**config.mk**
```make
export PLATFORM = sky130hd
export DESIGN_NAME = reg_ctrl
export DESIGN_NICKNAME = d
export VERILOG_FILES = /design/src/rtl/reg_ctrl.sv
export SDC_FILE = /design/constraint.sdc
export NUM_CORES = 2
export LEC_CHECK = 0
export CAP_MARGIN = 10
export CORE_ASPECT_RATIO = 1.5
export CORE_MARGIN = 4
export CORE_UTILIZATION = 50
export CTS_CLUSTER_SIZE = 25
export DETAILED_ROUTE_END_ITERATION = 10
export PLACE_DENSITY = 0.7
export SKIP_CTS_REPAIR_TIMING = 1
export SYNTH_ARGS = -nofsm -noshare
export SYNTH_HDL_FRONTEND = slang
export SYNTH_SLANG_ARGS = --single-unit
export TNS_END_PERCENT = 10
```
**constraint.sdc**
```tcl
create_clock -name clk -period 3.6 [get_ports clk]
set_input_delay 0.72 -clock clk [delete_from_list [all_inputs] [get_ports clk]]
set_output_delay 0.72 -clock clk [all_outputs]
set_load 0.01 [all_outputs]
```
**src/rtl/reg_ctrl.sv**
```systemverilog
// 128 x 16-bit configuration/status register file, six requesters, fixed-priority write port.
// Optional build macro REG_CTRL_PORT_PROTECT_EN: restricts switch-port writes to 0x10-0x1F.
module reg_ctrl (
   input  logic         clk,
   input  logic         rst_n,
   input  logic         spi_req,
   input  logic [6:0]   spi_addr,
   input  logic [15:0]  spi_din,
   output logic         spi_ack,
   output logic [15:0]  spi_dout,
   input  logic         ttehash_req,
   output logic         ttehash_ack,
   input  logic         port0_req,
   input  logic [6:0]   port0_addr,
   input  logic [15:0]  port0_din,
   output logic         port0_ack,
   input  logic         port1_req,
   input  logic [6:0]   port1_addr,
   input  logic [15:0]  port1_din,
   output logic         port1_ack,
   input  logic         port2_req,
   input  logic [6:0]   port2_addr,
   input  logic [15:0]  port2_din,
   output logic         port2_ack,
   input  logic         port3_req,
   input  logic [6:0]   port3_addr,
   input  logic [15:0]  port3_din,
   output logic         port3_ack,
   output logic         r_hash_clear,
   output logic         r_hash_update,
   output logic [127:0] r_flow_mux,
   output logic [9:0]   r_hash
);

`ifdef REG_CTRL_PORT_PROTECT_EN
   localparam bit PROTECT = 1'b1;
`else
   localparam bit PROTECT = 1'b0;
`endif

   logic [15:0] regs [0:127];
   logic [5:0]  req_vec;
   logic [5:0]  ack_vec;
   logic [5:0]  elig;
   logic [5:0]  grant;
   logic        wr_en;
   logic [6:0]  wr_addr;
   logic [15:0] wr_data;

   function automatic logic port_ok(input logic [6:0] a);
      return !PROTECT || (a[6:4] == 3'b001);
   endfunction

   // bit 0 is the highest-priority requester (spi); the ack mask blocks a re-grant
   assign req_vec = {port3_req, port2_req, port1_req, port0_req, ttehash_req, spi_req};
   assign elig    = req_vec & ~ack_vec;
   assign grant   = elig & (~elig + 6'd1);

   always_comb begin
      wr_en   = 1'b0;
      wr_addr = spi_addr;
      wr_data = spi_din;
      if (grant[0]) begin
         wr_en = 1'b1;
      end else if (grant[2]) begin
         wr_addr = port0_addr;
         wr_data = port0_din;
         wr_en   = port_ok(port0_addr);
      end else if (grant[3]) begin
         wr_addr = port1_addr;
         wr_data = port1_din;
         wr_en   = port_ok(port1_addr);
      end else if (grant[4]) begin
         wr_addr = port2_addr;
         wr_data = port2_din;
         wr_en   = port_ok(port2_addr);
      end else if (grant[5]) begin
         wr_addr = port3_addr;
         wr_data = port3_din;
         wr_en   = port_ok(port3_addr);
      end
   end

   always_ff @(posedge clk or negedge rst_n) begin
      if (!rst_n) begin
         for (int i = 0; i < 128; i++) regs[i] <= '0;
         ack_vec  <= '0;
         spi_dout <= '0;
      end else begin
         ack_vec <= grant;
         if (wr_en) regs[wr_addr] <= wr_data;
         // hash engine consumed the update: clear only the two handshake bits
         if (grant[1]) regs[0][1:0] <= 2'b00;
         if (grant[0]) spi_dout <= regs[spi_addr];
      end
   end

   assign spi_ack       = ack_vec[0];
   assign ttehash_ack   = ack_vec[1];
   assign port0_ack     = ack_vec[2];
   assign port1_ack     = ack_vec[3];
   assign port2_ack     = ack_vec[4];
   assign port3_ack     = ack_vec[5];

   assign r_hash_clear  = regs[0][0];
   assign r_hash_update = regs[0][1];
   assign r_hash        = regs[1][9:0];
   assign r_flow_mux    = {regs[9], regs[8], regs[7], regs[6],
                           regs[5], regs[4], regs[3], regs[2]};

endmodule

```
==> metrics <==
outcome=finished, final reports clean; CORE AREA=192800 um2; layout net count=6646; crit share post-route=99.42%; share of the synthesized area in the top cell type=53.30%; commonest non-fill, non-tap cell in the layout=dfrtp_1; Static Leak=52.28 nW; clock slew at reported path FFs=0.06 ns; multi-input logic area=41690 um2; grt ovf=0; ys async rst share=100.0%; area grow syn2layout=17.40%; Final Non-Filler Cells=9271; Hold Worst Slack=0.4501 ns; Total GRT Usage=27.99%; slowest CP cell=or3_2; row cnt=197; CP most frequent cell=buf_12; register area share after synthesis=53.30%; cell area after synthesis=97180 um2; vias per inst=6.145; crit-path max cell delay=0.57 ns; die height=548.0 um; Arr. time, crit path=4.27 ns; post-synthesis cell type count=68; ANT nets after route=0; worst path bufs/invs=3; Die W=368.0 um; Worst Path Max Fanout=16; worst hold path type=in -> async; CP required=4.29 ns; EDFF count, synth=0; crit path kind=reg -> reg; Max Root-Sink Buffers=4; Clock Latency Late Sink=0.85 ns; Placed Cells=8897; Synth Area per Inst=15.80 um2; Setup Skew=0.04807 ns; Post-DP Area=107300 um2; WL final=282000 um; fillers=14600; PwrDens=648.0 nW/um2; CTS buffer count=199; worst-margin pin slew=1.007 ns; largest net degree at the start of global routing=141; initial core utilization=50.42%; max cap viols=0; setup TNS=0 ns; Root Buffer=clkbuf_16; critical path cell sequence=nand2b_4 -> buf_12 -> nand3_4 -> a31o_2 -> a21oi_2 -> a221oi_1 -> buf_4 -> or3_2 -> buf_12 -> nor2_4 -> mux2_2; Fmax achieved=279.4 MHz; vias in the first global route=62030; H-tree depth=4; Post-Synthesis Cells=6152; final hold violation count=0; via count=56970; post-layout min period=3.579 ns; FF+latch area=51800 um2; Synth area leader=dfrtp_1; initial antenna violation count=7; GPL Wtd Cong=0.9117; Final Cell Area=114100 um2; # DRC=0; maximum vdd drop=0.5779 mV; boundary pin count=285; Port Buffers=284; DR WL/cell=30.42 um; Setup crit start kind=register; Crit path max-delay family=simple AND/OR/NAND/NOR gates; Post-synth top flop=dfrtp_1; initial DRC count=4104; slew margin rel.=32.78%; first-pass GRT wire length=421700 um; die footprint=201600 um2; Final Max Tran Viols=0; CTS Sinks=2070; # setup viols final=0; most frequent cells in the layout=dfrtp_1 (2070), mux2_2 (1893), mux4_2 (594); CTS tree=done; YS warnings=0; Post-Syn Nets=6275; crit end category=register; synthesis-stage register bit count=2070; DP Wirelength=193600 um; fraction of layout cells with a size suffix above 1=53.69%; DR pass1 iterations=7; synth top area cells=dfrtp_1 (53%), mux2_2 (22%), mux4_2 (14%), mux2_1 (1.9%), buf_4 (1.9%)
## stage by stage
step	setup slack, ns	power, mW	util [%]
floorplan	0.2874	45.91	-
global placement	-1.016	52.05	55.68
detailed placement	-0.9938	53.19	55.68
CTS	-0.1338	74.21	59.03
global route	-0.03393	77.07	59.18
finish	0.02092	73.93	59.19
## metal layers
metal,share of wire (%),wire (um),GRT usage (%),vias to the layer above
met5,0.0060,17,0,-
met4,5.2,14550,12.36,2
met3,6.5,18240,5.729,536
met2,49,138800,46.70,1820
met1,39,110400,35.59,31250
li1,-,-,-,23360
## logic make-up after synthesis
family,share of synthesized area [%]
mux,38.17
compound gates,1.572
buf+inv,4.093
simple gates,2.863
flops,53.30
## synthesized netlist by cell type (7+ instances only)
library cell / instances
nand4_4: 12
mux2_2: 1893
a211oi_1: 32
nand3_1: 32
o211ai_1: 7
a221oi_1: 8
mux2_1: 168
buf_1: 36
nor2_4: 73
buf_2: 159
nand2_1: 102
buf_4: 245
nor3_1: 9
a22oi_1: 20
or2_1: 26
nand2b_1: 20
nor2_2: 24
clkbuf_1: 278
mux4_2: 594
a21oi_1: 44
nor2_1: 47
buf_6: 12
nand4_1: 8
o21ai_0: 26
o21ai_1: 20
mux2i_1: 51
nor2b_1: 13
or3_1: 9
dfrtp_1: 2070
and2_1: 7
o22ai_1: 23
## flip-flops by register name (all words and copies together) (netlist names)
name,cells
ack_vec,6
r_flow_mux,128
r_hash,10
r_hash_clear,1
r_hash_update,1
regs,1908
spi_dout,16
## final timing paths
path / slack [ns] / endpoint / cells after the start / startpoint
min in group clk: 0.48 / regs[12]$_DFFE_PN0P_ / 1 / regs[12]$_DFFE_PN0P_
worst min register to register: 0.48 / regs[12]$_DFFE_PN0P_ / 1 / regs[12]$_DFFE_PN0P_
worst max register to register: 0.02 / regs[565]$_DFFE_PN0P_ / 11 / ack_vec[1]$_DFF_PN0_
worst max-delay path: 0.02 / regs[565]$_DFFE_PN0P_ / 11 / ack_vec[1]$_DFF_PN0_
max in group asynchronous: 1.79 / regs[1274]$_DFFE_PN0P_ / 4 / rst_n
worst min-delay path: 0.45 / regs[1657]$_DFFE_PN0P_ / 2 / rst_n
## report_power, final
group	switching, mW	internal [mW]
registers	3.96	30.3
clock network	9.05	11.9
logic	7.57	11.1
total	20.6	53.4
## area by class of cell
class | instances | share of cell area, %
Sequential cell | 2070 | 45.40
Antenna cell | 9 | 0.01974
Multi-Input combinational cell | 3345 | 36.54
Inverter | 7 | 0.02961
Tap cell | 2587 | 2.837
Timing Repair Buffer | 900 | 9.517
Clock inverter | 47 | 0.3772
Clock buffer | 306 | 5.283
Power figures use the tool's default switching activity.
